--- config.mk ---
export PLATFORM = sky130hd
export DESIGN_NAME = cpu_mem_arbiter_flat
export DESIGN_NICKNAME = d
export VERILOG_FILES = /design/src/rtl/cpu_pkg.sv /design/src/rtl/cpu_mem_arbiter_if.sv /design/src/rtl/cpu_mem_arbiter.sv /design/src/flat_wrapper.sv
export SDC_FILE = /design/constraint.sdc
export NUM_CORES = 1
export LEC_CHECK = 0
export CAP_MARGIN = 20
export CORE_MARGIN = 3
export CORE_UTILIZATION = 41
export CTS_BUF_LIST = sky130_fd_sc_hd__clkbuf_2 sky130_fd_sc_hd__clkbuf_4 sky130_fd_sc_hd__clkbuf_8
export CTS_CLUSTER_DIAMETER = 30
export CTS_CLUSTER_SIZE = 16
export DETAILED_ROUTE_END_ITERATION = 10
export GPL_TIMING_DRIVEN = 1
export PLACE_DENSITY_LB_ADDON = 0.08
export SETUP_SLACK_MARGIN = 0.2
export SYNTH_ARGS = -nofsm -noshare
export SYNTH_HDL_FRONTEND = slang
export SYNTH_SLANG_ARGS = --single-unit
--- constraint.sdc ---
create_clock -name clk -period 1.8 [get_ports clk]
set_input_delay 0.36 -clock clk [delete_from_list [all_inputs] [get_ports clk]]
set_output_delay 0.36 -clock clk [all_outputs]
set_load 0.05 [all_outputs]
--- src/rtl/cpu_pkg.sv ---
// Shared CPU definitions: arbiter state encoding and default widths/limits.
package cpu_pkg;

  localparam int unsigned ADDR_W_DEF  = 32;
  localparam int unsigned DATA_W_DEF  = 32;
  localparam int unsigned ARB_TIMEOUT = 255;

  typedef enum logic [2:0] {
    IDLE    = 3'd0,
    GRANT_D = 3'd1,
    GRANT_I = 3'd2,
    DONE_D  = 3'd3,
    DONE_I  = 3'd4
  } arb_state_e;

endpackage

--- src/rtl/cpu_mem_arbiter_if.sv ---
// Signal bundle between the IF/MEM stages, the memory arbiter and the external bus.
interface cpu_mem_arbiter_if import cpu_pkg::*; #(
  parameter int unsigned ADDR_W = ADDR_W_DEF,
  parameter int unsigned DATA_W = DATA_W_DEF
) ();

  logic              if_req;
  logic [ADDR_W-1:0] if_addr;
  logic [DATA_W-1:0] if_rdata;
  logic              if_ack;
  logic              d_req;
  logic              d_we;
  logic [ADDR_W-1:0] d_addr;
  logic [DATA_W-1:0] d_wdata;
  logic [DATA_W-1:0] d_rdata;
  logic              d_ack;
  logic              bus_req;
  logic              bus_we;
  logic [ADDR_W-1:0] bus_addr;
  logic [DATA_W-1:0] bus_wdata;
  logic [DATA_W-1:0] bus_rdata;
  logic              bus_ack;
  logic              c_stall;
  logic              arb_err;

  // Arbiter side: answers the pipeline ports and drives the bus.
  modport slave (
    input  if_req, if_addr, d_req, d_we, d_addr, d_wdata, bus_rdata, bus_ack,
    output if_rdata, if_ack, d_rdata, d_ack, bus_req, bus_we, bus_addr, bus_wdata,
    output c_stall, arb_err
  );

  // Environment side: pipeline requesters plus the bus responder.
  modport master (
    output if_req, if_addr, d_req, d_we, d_addr, d_wdata, bus_rdata, bus_ack,
    input  if_rdata, if_ack, d_rdata, d_ack, bus_req, bus_we, bus_addr, bus_wdata,
    input  c_stall, arb_err
  );

endinterface

--- src/rtl/cpu_mem_arbiter.sv ---
// Fetch/data arbiter for the single memory bus, one transaction at a time, data first.
// Define CPU_ARB_TIMEOUT_EN to add the TIMEOUT bus-wait limit and the arb_err pulse.
module cpu_mem_arbiter import cpu_pkg::*; #(
  parameter int unsigned ADDR_W = ADDR_W_DEF,
  parameter int unsigned DATA_W = DATA_W_DEF
`ifdef CPU_ARB_TIMEOUT_EN
  , parameter int unsigned TIMEOUT = ARB_TIMEOUT
`endif
) (
  input logic              clk,
  input logic              rst,
  cpu_mem_arbiter_if.slave bif
);

  arb_state_e        state_q, state_d;
  logic              bus_req_q, bus_req_d;
  logic              bus_we_q, bus_we_d;
  logic [ADDR_W-1:0] bus_addr_q, bus_addr_d;
  logic [DATA_W-1:0] bus_wdata_q, bus_wdata_d;
  logic              if_ack_q, if_ack_d;
  logic              d_ack_q, d_ack_d;
  logic [DATA_W-1:0] if_rdata_q, if_rdata_d;
  logic [DATA_W-1:0] d_rdata_q, d_rdata_d;
  logic              finish;
  logic [DATA_W-1:0] fin_data;

`ifdef CPU_ARB_TIMEOUT_EN
  localparam logic [15:0] TimeoutCnt = 16'(TIMEOUT);
  logic [15:0] wait_cnt_q, wait_cnt_d;
  logic        arb_err_q, arb_err_d;
`endif

  always_comb begin
    state_d     = state_q;
    bus_req_d   = bus_req_q;
    bus_we_d    = bus_we_q;
    bus_addr_d  = bus_addr_q;
    bus_wdata_d = bus_wdata_q;
    if_ack_d    = 1'b0;
    d_ack_d     = 1'b0;
    if_rdata_d  = if_rdata_q;
    d_rdata_d   = d_rdata_q;
    finish      = 1'b0;
    fin_data    = '0;
`ifdef CPU_ARB_TIMEOUT_EN
    wait_cnt_d  = '0;
    arb_err_d   = 1'b0;
`endif

    unique case (state_q)
      IDLE: begin
        if (bif.d_req) begin
          state_d     = GRANT_D;
          bus_req_d   = 1'b1;
          bus_we_d    = bif.d_we;
          bus_addr_d  = bif.d_addr;
          bus_wdata_d = bif.d_wdata;
        end else if (bif.if_req) begin
          state_d    = GRANT_I;
          bus_req_d  = 1'b1;
          bus_we_d   = 1'b0;
          bus_addr_d = bif.if_addr;
        end
      end
      GRANT_D, GRANT_I: begin
        if (bif.bus_ack && bus_req_q) begin
          finish   = 1'b1;
          fin_data = bif.bus_rdata;
        end
`ifdef CPU_ARB_TIMEOUT_EN
        else begin
          // Saturating count; a same-cycle bus_ack above wins over expiry.
          wait_cnt_d = (wait_cnt_q == TimeoutCnt) ? wait_cnt_q : wait_cnt_q + 16'd1;
          if (wait_cnt_d == TimeoutCnt) begin
            finish    = 1'b1;
            arb_err_d = 1'b1;
          end
        end
`endif
      end
      DONE_D, DONE_I: state_d = IDLE;
      default:        state_d = IDLE;
    endcase

    if (finish) begin
      bus_req_d = 1'b0;
      bus_we_d  = 1'b0;
      if (state_q == GRANT_D) begin
        state_d   = DONE_D;
        d_ack_d   = 1'b1;
        d_rdata_d = fin_data;
      end else begin
        state_d    = DONE_I;
        if_ack_d   = 1'b1;
        if_rdata_d = fin_data;
      end
    end
  end

  always_ff @(posedge clk) begin
    if (rst) begin
      state_q     <= IDLE;
      bus_req_q   <= 1'b0;
      bus_we_q    <= 1'b0;
      bus_addr_q  <= '0;
      bus_wdata_q <= '0;
      if_ack_q    <= 1'b0;
      d_ack_q     <= 1'b0;
      if_rdata_q  <= '0;
      d_rdata_q   <= '0;
    end else begin
      state_q     <= state_d;
      bus_req_q   <= bus_req_d;
      bus_we_q    <= bus_we_d;
      bus_addr_q  <= bus_addr_d;
      bus_wdata_q <= bus_wdata_d;
      if_ack_q    <= if_ack_d;
      d_ack_q     <= d_ack_d;
      if_rdata_q  <= if_rdata_d;
      d_rdata_q   <= d_rdata_d;
    end
  end

`ifdef CPU_ARB_TIMEOUT_EN
  always_ff @(posedge clk) begin
    if (rst) begin
      wait_cnt_q <= '0;
      arb_err_q  <= 1'b0;
    end else begin
      wait_cnt_q <= wait_cnt_d;
      arb_err_q  <= arb_err_d;
    end
  end

  assign bif.arb_err = arb_err_q;
`else
  assign bif.arb_err = 1'b0;
`endif

  assign bif.bus_req   = bus_req_q;
  assign bif.bus_we    = bus_we_q;
  assign bif.bus_addr  = bus_addr_q;
  assign bif.bus_wdata = bus_wdata_q;
  assign bif.if_ack    = if_ack_q;
  assign bif.d_ack     = d_ack_q;
  assign bif.if_rdata  = if_rdata_q;
  assign bif.d_rdata   = d_rdata_q;
  // Stall is combinational so a new request freezes the pipeline in the same cycle.
  assign bif.c_stall   = (bif.if_req & ~if_ack_q) | (bif.d_req & ~d_ack_q);

endmodule

--- src/flat_wrapper.sv ---
// flat-port wrapper written by rule: the top's interface ports become plain ports
module cpu_mem_arbiter_flat import cpu_pkg::*;
#(
  parameter int unsigned ADDR_W = ADDR_W_DEF,
  parameter int unsigned DATA_W = DATA_W_DEF

)
  (clk, rst, bif_if_req, bif_if_addr, bif_d_req, bif_d_we, bif_d_addr, bif_d_wdata, bif_bus_rdata, bif_bus_ack, bif_if_rdata, bif_if_ack, bif_d_rdata, bif_d_ack, bif_bus_req, bif_bus_we, bif_bus_addr, bif_bus_wdata, bif_c_stall, bif_arb_err);
  cpu_mem_arbiter_if #(.ADDR_W(ADDR_W), .DATA_W(DATA_W)) bif_i ();
  input logic clk;
  input logic rst;
  input wire logic [$bits(bif_i.if_req)-1:0] bif_if_req;
  input wire logic [$bits(bif_i.if_addr)-1:0] bif_if_addr;
  input wire logic [$bits(bif_i.d_req)-1:0] bif_d_req;
  input wire logic [$bits(bif_i.d_we)-1:0] bif_d_we;
  input wire logic [$bits(bif_i.d_addr)-1:0] bif_d_addr;
  input wire logic [$bits(bif_i.d_wdata)-1:0] bif_d_wdata;
  input wire logic [$bits(bif_i.bus_rdata)-1:0] bif_bus_rdata;
  input wire logic [$bits(bif_i.bus_ack)-1:0] bif_bus_ack;
  output wire logic [$bits(bif_i.if_rdata)-1:0] bif_if_rdata;
  output wire logic [$bits(bif_i.if_ack)-1:0] bif_if_ack;
  output wire logic [$bits(bif_i.d_rdata)-1:0] bif_d_rdata;
  output wire logic [$bits(bif_i.d_ack)-1:0] bif_d_ack;
  output wire logic [$bits(bif_i.bus_req)-1:0] bif_bus_req;
  output wire logic [$bits(bif_i.bus_we)-1:0] bif_bus_we;
  output wire logic [$bits(bif_i.bus_addr)-1:0] bif_bus_addr;
  output wire logic [$bits(bif_i.bus_wdata)-1:0] bif_bus_wdata;
  output wire logic [$bits(bif_i.c_stall)-1:0] bif_c_stall;
  output wire logic [$bits(bif_i.arb_err)-1:0] bif_arb_err;
  assign bif_i.if_req = bif_if_req;
  assign bif_i.if_addr = bif_if_addr;
  assign bif_i.d_req = bif_d_req;
  assign bif_i.d_we = bif_d_we;
  assign bif_i.d_addr = bif_d_addr;
  assign bif_i.d_wdata = bif_d_wdata;
  assign bif_i.bus_rdata = bif_bus_rdata;
  assign bif_i.bus_ack = bif_bus_ack;
  assign bif_if_rdata = bif_i.if_rdata;
  assign bif_if_ack = bif_i.if_ack;
  assign bif_d_rdata = bif_i.d_rdata;
  assign bif_d_ack = bif_i.d_ack;
  assign bif_bus_req = bif_i.bus_req;
  assign bif_bus_we = bif_i.bus_we;
  assign bif_bus_addr = bif_i.bus_addr;
  assign bif_bus_wdata = bif_i.bus_wdata;
  assign bif_c_stall = bif_i.c_stall;
  assign bif_arb_err = bif_i.arb_err;
  cpu_mem_arbiter #(.ADDR_W(ADDR_W), .DATA_W(DATA_W)) u_core (.clk(clk), .rst(rst), .bif(bif_i));
endmodule
==> results.toml, run 1 <==
[timing]
clock_skew_ns = 0.0120
setup_viol = 0
fin_tns_setup_ns = 0
rsz0062_at_grt = "false"
fin_ws_ns = 0.314
slew_headroom_pct = 62.1
hold_ws_ns = 0.282
worst_pin_slew_ns = 0.568
hold_violations = 0
drv_slew = 0
max_freq_ghz = 0.673
fin_crit_sh_pct = 82.6
timing.final.crit_period_ns = 1.49

[logic_synthesis]
syn_area_um2 = 5220
synth_cells = 540
postSynthAreaPerCell_um2 = 9.67
ys_async_sr_fraction_pct = 0
yosys_warnings = 0
synth_fp_nets = 674
ys.flop_type = "dfxtp_1"
synth_seq_cells = 135
yosysUniqueCellTypes = 36
synth-edff-count = 0
yosysSeqAreaShare_pct = 51.8

[cts]
cts_resized = 1
htree_levels = 4
cts_setup_buffers = 0
holdBufCountCts = 0
clk_path_buf_depth = 2
clkTransAtPathRegs_ns = 0.07
cts_tree = "built"
cts_sinks = 135
clkLatencyLatePin_ns = 0.43
numCtsBuffers = 17
cts-root-buf = "clkbuf_8"

[floorplanning]
placementRows = 40
die_width_um = 119
coreArea_um2 = 12200
dieArea_um2 = 14100
start_util_pct = 42.7
die_h_um = 119
io_pins = 268

[layout]
seq_area_um2 = 2710
finalNonFillerCells = 972
finalInstanceArea_um2 = 8200
syn_to_final_growth_pct = 57.1
layout_commonest_cell = "buf_4"
multiInputGateArea_um2 = 2260
n_antenna_cell = 0
fillerInstances = 1020
final_nets = 927
layout_common_cells = "148 x buf_4, 132 x dfxtp_1, 130 x clkdlybuf4s50_1"
drive_above_1_share_pct = 28.1

[place]
dpl_worst_slack_ns = -0.114
placed_cells = 942
placed_cell_area_um2 = 7820
dpl.hpwl_um = 12100
io_buffer_count = 266
routabilityCongestion = 0.821

[pwr]
leakage_nw = 3.37
combPwrFrac_pct = 27.4
p_clk_share_pct = 30.5
switching_share_pct = 33.1
p_per_area_nw_per_um2 = 956
power_switching_mw = 2.59
p_seq_share_pct = 42.1
p_int_mw = 5.25
vdd_drop_max_mv = 0.466

[routing]
first_pass_iters = 4
drc = 0
ant_nets = 0
drt_iter0_markers = 282
wire_per_inst_um = 17.1
vias = 4964
wl_um = 16600
viasPerCell = 5.11

[setup_path]
r2r-start = "u_core.state_q[0]$_SDFFE_PP0P_"
path_class = "reg2reg"
cp-end-kind = "flip-flop"
crit_start = "u_core.state_q[0]$_SDFFE_PP0P_"
crit_required_ns = 2.16
crit_fanout = 35
critical_path_arrival_ns = 1.84
ff2ff_path_depth = 5
startpoint_type = "flip-flop"

[global_route]
grt_pass1_wl_um = 26000
grt_max_degree = 44
grtUsageTotal_pct = 22.8
grt_overflow_total = 0
antenna_found_initial = 0
grt_pass1_vias = 4967

[status]
outcome = "complete, no violations"

[run]
maxCapViolCount = 0

[worst_hold_path]
hp-start = "bif_d_req"
hold_class = "in2reg"
hold_path_depth = 3
==> path summary, 6_finish.rpt <==
check / end / slack [ns]
max: u_core.bif.if_rdata[26]$_SDFFE_PP0P_ / 0.31
min: u_core.state_q[0]$_SDFFE_PP0P_ / 0.28
max reg2reg: u_core.bif.if_rdata[26]$_SDFFE_PP0P_ / 0.31
min reg2reg: u_core.bif.bus_wdata[13]$_SDFFE_PP0P_ / 0.46
==> Yosys cell counts, types with 2 or more instances <==
| library cell | n | area, µm² |
|---|---|---|
| a22o_1 | 32 | 280 |
| nand2_1 | 64 | 240 |
| o21ai_1 | 20 | 100 |
| buf_6 | 4 | 45.0 |
| dfxtp_1 | 135 | 2700 |
| clkbuf_1 | 26 | 97.6 |
| a21oi_1 | 97 | 485 |
| nor4_1 | 2 | 12.5 |
| and2_1 | 2 | 12.5 |
| buf_4 | 2 | 15.0 |
| buf_1 | 7 | 26.3 |
| o21ai_0 | 12 | 60.1 |
| a211oi_1 | 8 | 60.1 |
| nand3_1 | 32 | 160 |
| mux2i_1 | 32 | 320 |
| a211oi_2 | 25 | 313 |
| buf_2 | 18 | 90.1 |
| inv_1 | 3 | 11.3 |
| nor3_1 | 2 | 10.0 |
==> routing by layer <==
metal  share of wire, %  global-route usage [%]
met5                  0                       0
met4                2.2                    8.76
met3                7.3                    7.74
met2                 50                    39.0
met1                 40                    26.2
==> flip-flops by register name, indices dropped and copies added, names as in the netlist <==
signal	count
u_core.bif.bus_wdata	32
u_core.state_q	3
u_core.bif.d_ack	1
u_core.bif.if_ack	1
u_core.bif.bus_req	1
u_core.bif.bus_addr	32
u_core.bif.d_rdata	32
u_core.bif.if_rdata	32
u_core.bif.bus_we	1
==> metrics by stage <==
stage               utilization [%]  power (mW)
floorplan                         -        4.67
global placement               64.0        5.48
detailed placement             64.0        5.53
CTS                            67.1        7.91
global route                   67.2        8.18
finish                         67.2        7.84
==> worst max-delay path, stage by stage (launching register included) <==
cell and delay, ns:
dfxtp_1 0.54, buf_4 0.21, nand2b_1 0.17, buf_12 0.22, o21ai_0 0.11, a21oi_1 0.16
==> power by group through the flow <==
stage / Combinational (mW) / Clock, mW / Sequential [mW]
6_report: 2.15 / 2.39 / 3.30
3_5_place_dp: 2.15 / 0 / 3.37
5_1_grt: 2.27 / 2.59 / 3.33
4_1_cts: 2.16 / 2.45 / 3.30
3_3_place_gp: 2.12 / 0 / 3.36
2_1_floorplan: 0.685 / 0 / 3.99
==> kinds of logic after synthesis <==
logic type,share of synthesized area (%)
buffers and inverters,5.46
muxes,6.14
AOI/OAI and AO/OA,26.1
other,0.0718
and+or+nand+nor,10.5
DFF,51.8
==> cell type report <==
cell class	instances	share of cell area (%)
Sequential cell	135	33.0
Multi-Input combinational cell	345	27.5
Clock inverter	12	1.60
Timing Repair Buffer	291	32.2
Tap cell	168	2.56
Inverter	3	0.137
Clock buffer	18	3.02
Power figures use the tool's default switching activity.
==> inputs of run 2 (changes only) <==
--- a/config.mk
+++ b/config.mk
@@ -7,7 +7,7 @@
 export LEC_CHECK = 0
 export CAP_MARGIN = 20
 export CORE_MARGIN = 3
-export CORE_UTILIZATION = 41
+export CORE_UTILIZATION = 37
 export CTS_BUF_LIST = sky130_fd_sc_hd__clkbuf_2 sky130_fd_sc_hd__clkbuf_4 sky130_fd_sc_hd__clkbuf_8
 export CTS_CLUSTER_DIAMETER = 30
 export CTS_CLUSTER_SIZE = 16
==> constraint.sdc (replaced) <==
create_clock -name clk -period 1.21 [get_ports clk]
set_input_delay 0.242 -clock clk [delete_from_list [all_inputs] [get_ports clk]]
set_output_delay 0.242 -clock clk [all_outputs]
set_load 0.05 [all_outputs]
==> run 2 against run 1 <==
Against the previous run:
- the flow now finishes with violations (negative setup slack)
- via count is 19% higher
- clock skew up 0.0030 ns
- design area rose by 46%
- clock-buffer cell count up 3
- first-iteration DRC count is 38% higher
- non-clock buffer count is 106 higher
- cell count up 12%
- power is 82% higher
- global-route usage up 3.8 points
- largest power group is now combinational cells
==> results.toml, run 2 (same netlist as run 1, synthesis figures left out) <==
[status]
outcome = "complete, but fails checks"
violations = "negative setup slack"

[global_route]
grt_max_degree = 58
met2_usage_pct = 47.4
grt_overflow_total = 0
grtUsageTotal_pct = 26.5
antenna_found_initial = 0
grt_pass1_wl_um = 32800
met3_usage_pct = 8.40
top_usage_layer = "met2"
gr-usage-met1_pct = 29.0
grt_pass1_vias = 6004

[setup_path]
critical_path_arrival_ns = 1.87
path_class = "reg2reg"
crit_required_ns = 1.59
startpoint_type = "flip-flop"
crit_fanout = 8
cp-end-kind = "flip-flop"

[cts]
cts-root-buf = "clkbuf_8"
numCtsBuffers = 17
clkTransAtPathRegs_ns = 0.09
clk_path_buf_depth = 2
htree_levels = 4
cts_sinks = 135
cts_tree = "built"
clkLatencyLatePin_ns = 0.44
holdBufCountCts = 0

[place]
placed_cell_area_um2 = 9690
routabilityCongestion = 0.775
dpl_worst_slack_ns = -0.513
io_buffer_count = 266
dpl.hpwl_um = 13300

[floorplanning]
die_h_um = 125
coreArea_um2 = 13500
io_pins = 268
die_width_um = 125
start_util_pct = 38.7
dieArea_um2 = 15600
placementRows = 42

[worst_hold_path]
hold_class = "in2reg"

[routing]
wl_um = 24100
drc = 0
vias = 5915
first_pass_iters = 5
wire_per_inst_um = 22.2
drt_iter0_markers = 390
ant_nets = 0
viasPerCell = 5.44

[timing]
slew_headroom_pct = 64.1
fin_ws_ns = -0.289
clock_skew_ns = 0.0150
rsz0062_at_grt = "true"
hold_ws_ns = 0.313
drv_slew = 0
worst_pin_slew_ns = 0.539
max_freq_ghz = 0.667
timing.final.crit_period_ns = 1.50
fin_crit_sh_pct = 124
hold_violations = 0
setup_viol = 137

[layout]
syn_to_final_growth_pct = 130
layout_commonest_cell = "buf_12"
finalInstanceArea_um2 = 12000
final_nets = 1033
n_antenna_cell = 0
drive_above_1_share_pct = 61.5
layout_common_cells = "152 x buf_12, 130 x clkdlybuf4s50_1, 99 x dfxtp_2"

[pwr]
fin_total_pwr_mw = 14.3
p_per_area_nw_per_um2 = 1190
leakage_nw = 4.63
vdd_drop_max_mv = 0.812

[run]
maxCapViolCount = 0
[run 2: stage by stage]
step | setup TNS, ns | utilization, % | instances
2_1_floorplan | -18.44 | - | 540
3_3_place_gp | -49.03 | 71.7 | 960
3_5_place_dp | -51.86 | 71.7 | 960
4_1_cts | -17.24 | 83.2 | 1048
5_1_grt | -29.99 | 88.7 | 1088
6_report | -23.31 | 88.7 | 1088
[run 2: worst paths after layout]
| kind | end | cells past startpoint | from | slack [ns] |
|---|---|---|---|---|
| worst min register to register | u_core.bif.bus_wdata[17]$_SDFFE_PP0P_ | 2 | u_core.bif.bus_wdata[17]$_SDFFE_PP0P_ | 0.47 |
| worst max-delay path | u_core.bif.d_rdata[25]$_SDFFE_PP0P_ | 7 | u_core.bif.bus_req$_SDFFE_PP0P_ | -0.29 |
| worst min-delay path | u_core.bif.bus_we$_SDFFE_PP0P_ | 4 | rst | 0.31 |
| worst max register to register | u_core.bif.d_rdata[25]$_SDFFE_PP0P_ | 7 | u_core.bif.bus_req$_SDFFE_PP0P_ | -0.29 |
[run 2: metal layers]
layer  vias up  routed length [µm]
met3        83                1870
met2       307               12600
li1       2678                   -
met1      2847                8490
met5         -                   0
met4         0                1210
[run 2: power breakdown]
group          total [mW]  leakage (nW)  switching (mW)  internal (mW)
Sequential           5.10          1.17           0.331           4.76
Clock                3.86         0.205            1.84           2.02
Combinational        5.32          3.26            2.57           2.75
Total                14.3          4.63            4.74           9.53
[run 2: timing repair]
item,in CTS,in global routing
gates cloned,11,7
pin swaps,38,54
buffers inserted,45,33
resized for setup,212,92
setup endpoints to repair,267,268
[run 2: worst max-delay path, stage by stage (launching register included)]
cell and delay, ns:
dfxtp_4 0.37, buf_6 0.10, nand3b_4 0.09, nor4b_4 0.27, buf_4 0.20, buf_6 0.11, buf_16 0.12, a22o_1 0.16
[run 2: cell type report]
class | count | area (µm²)
clock buffer | 21 | 283
inverter | 3 | 13.8
timing repair buffer | 397 | 5610
clock inverter | 11 | 121
sequential | 135 | 2960
multi-input combinational | 345 | 2780
fill | 571 | 1520
tap | 176 | 220
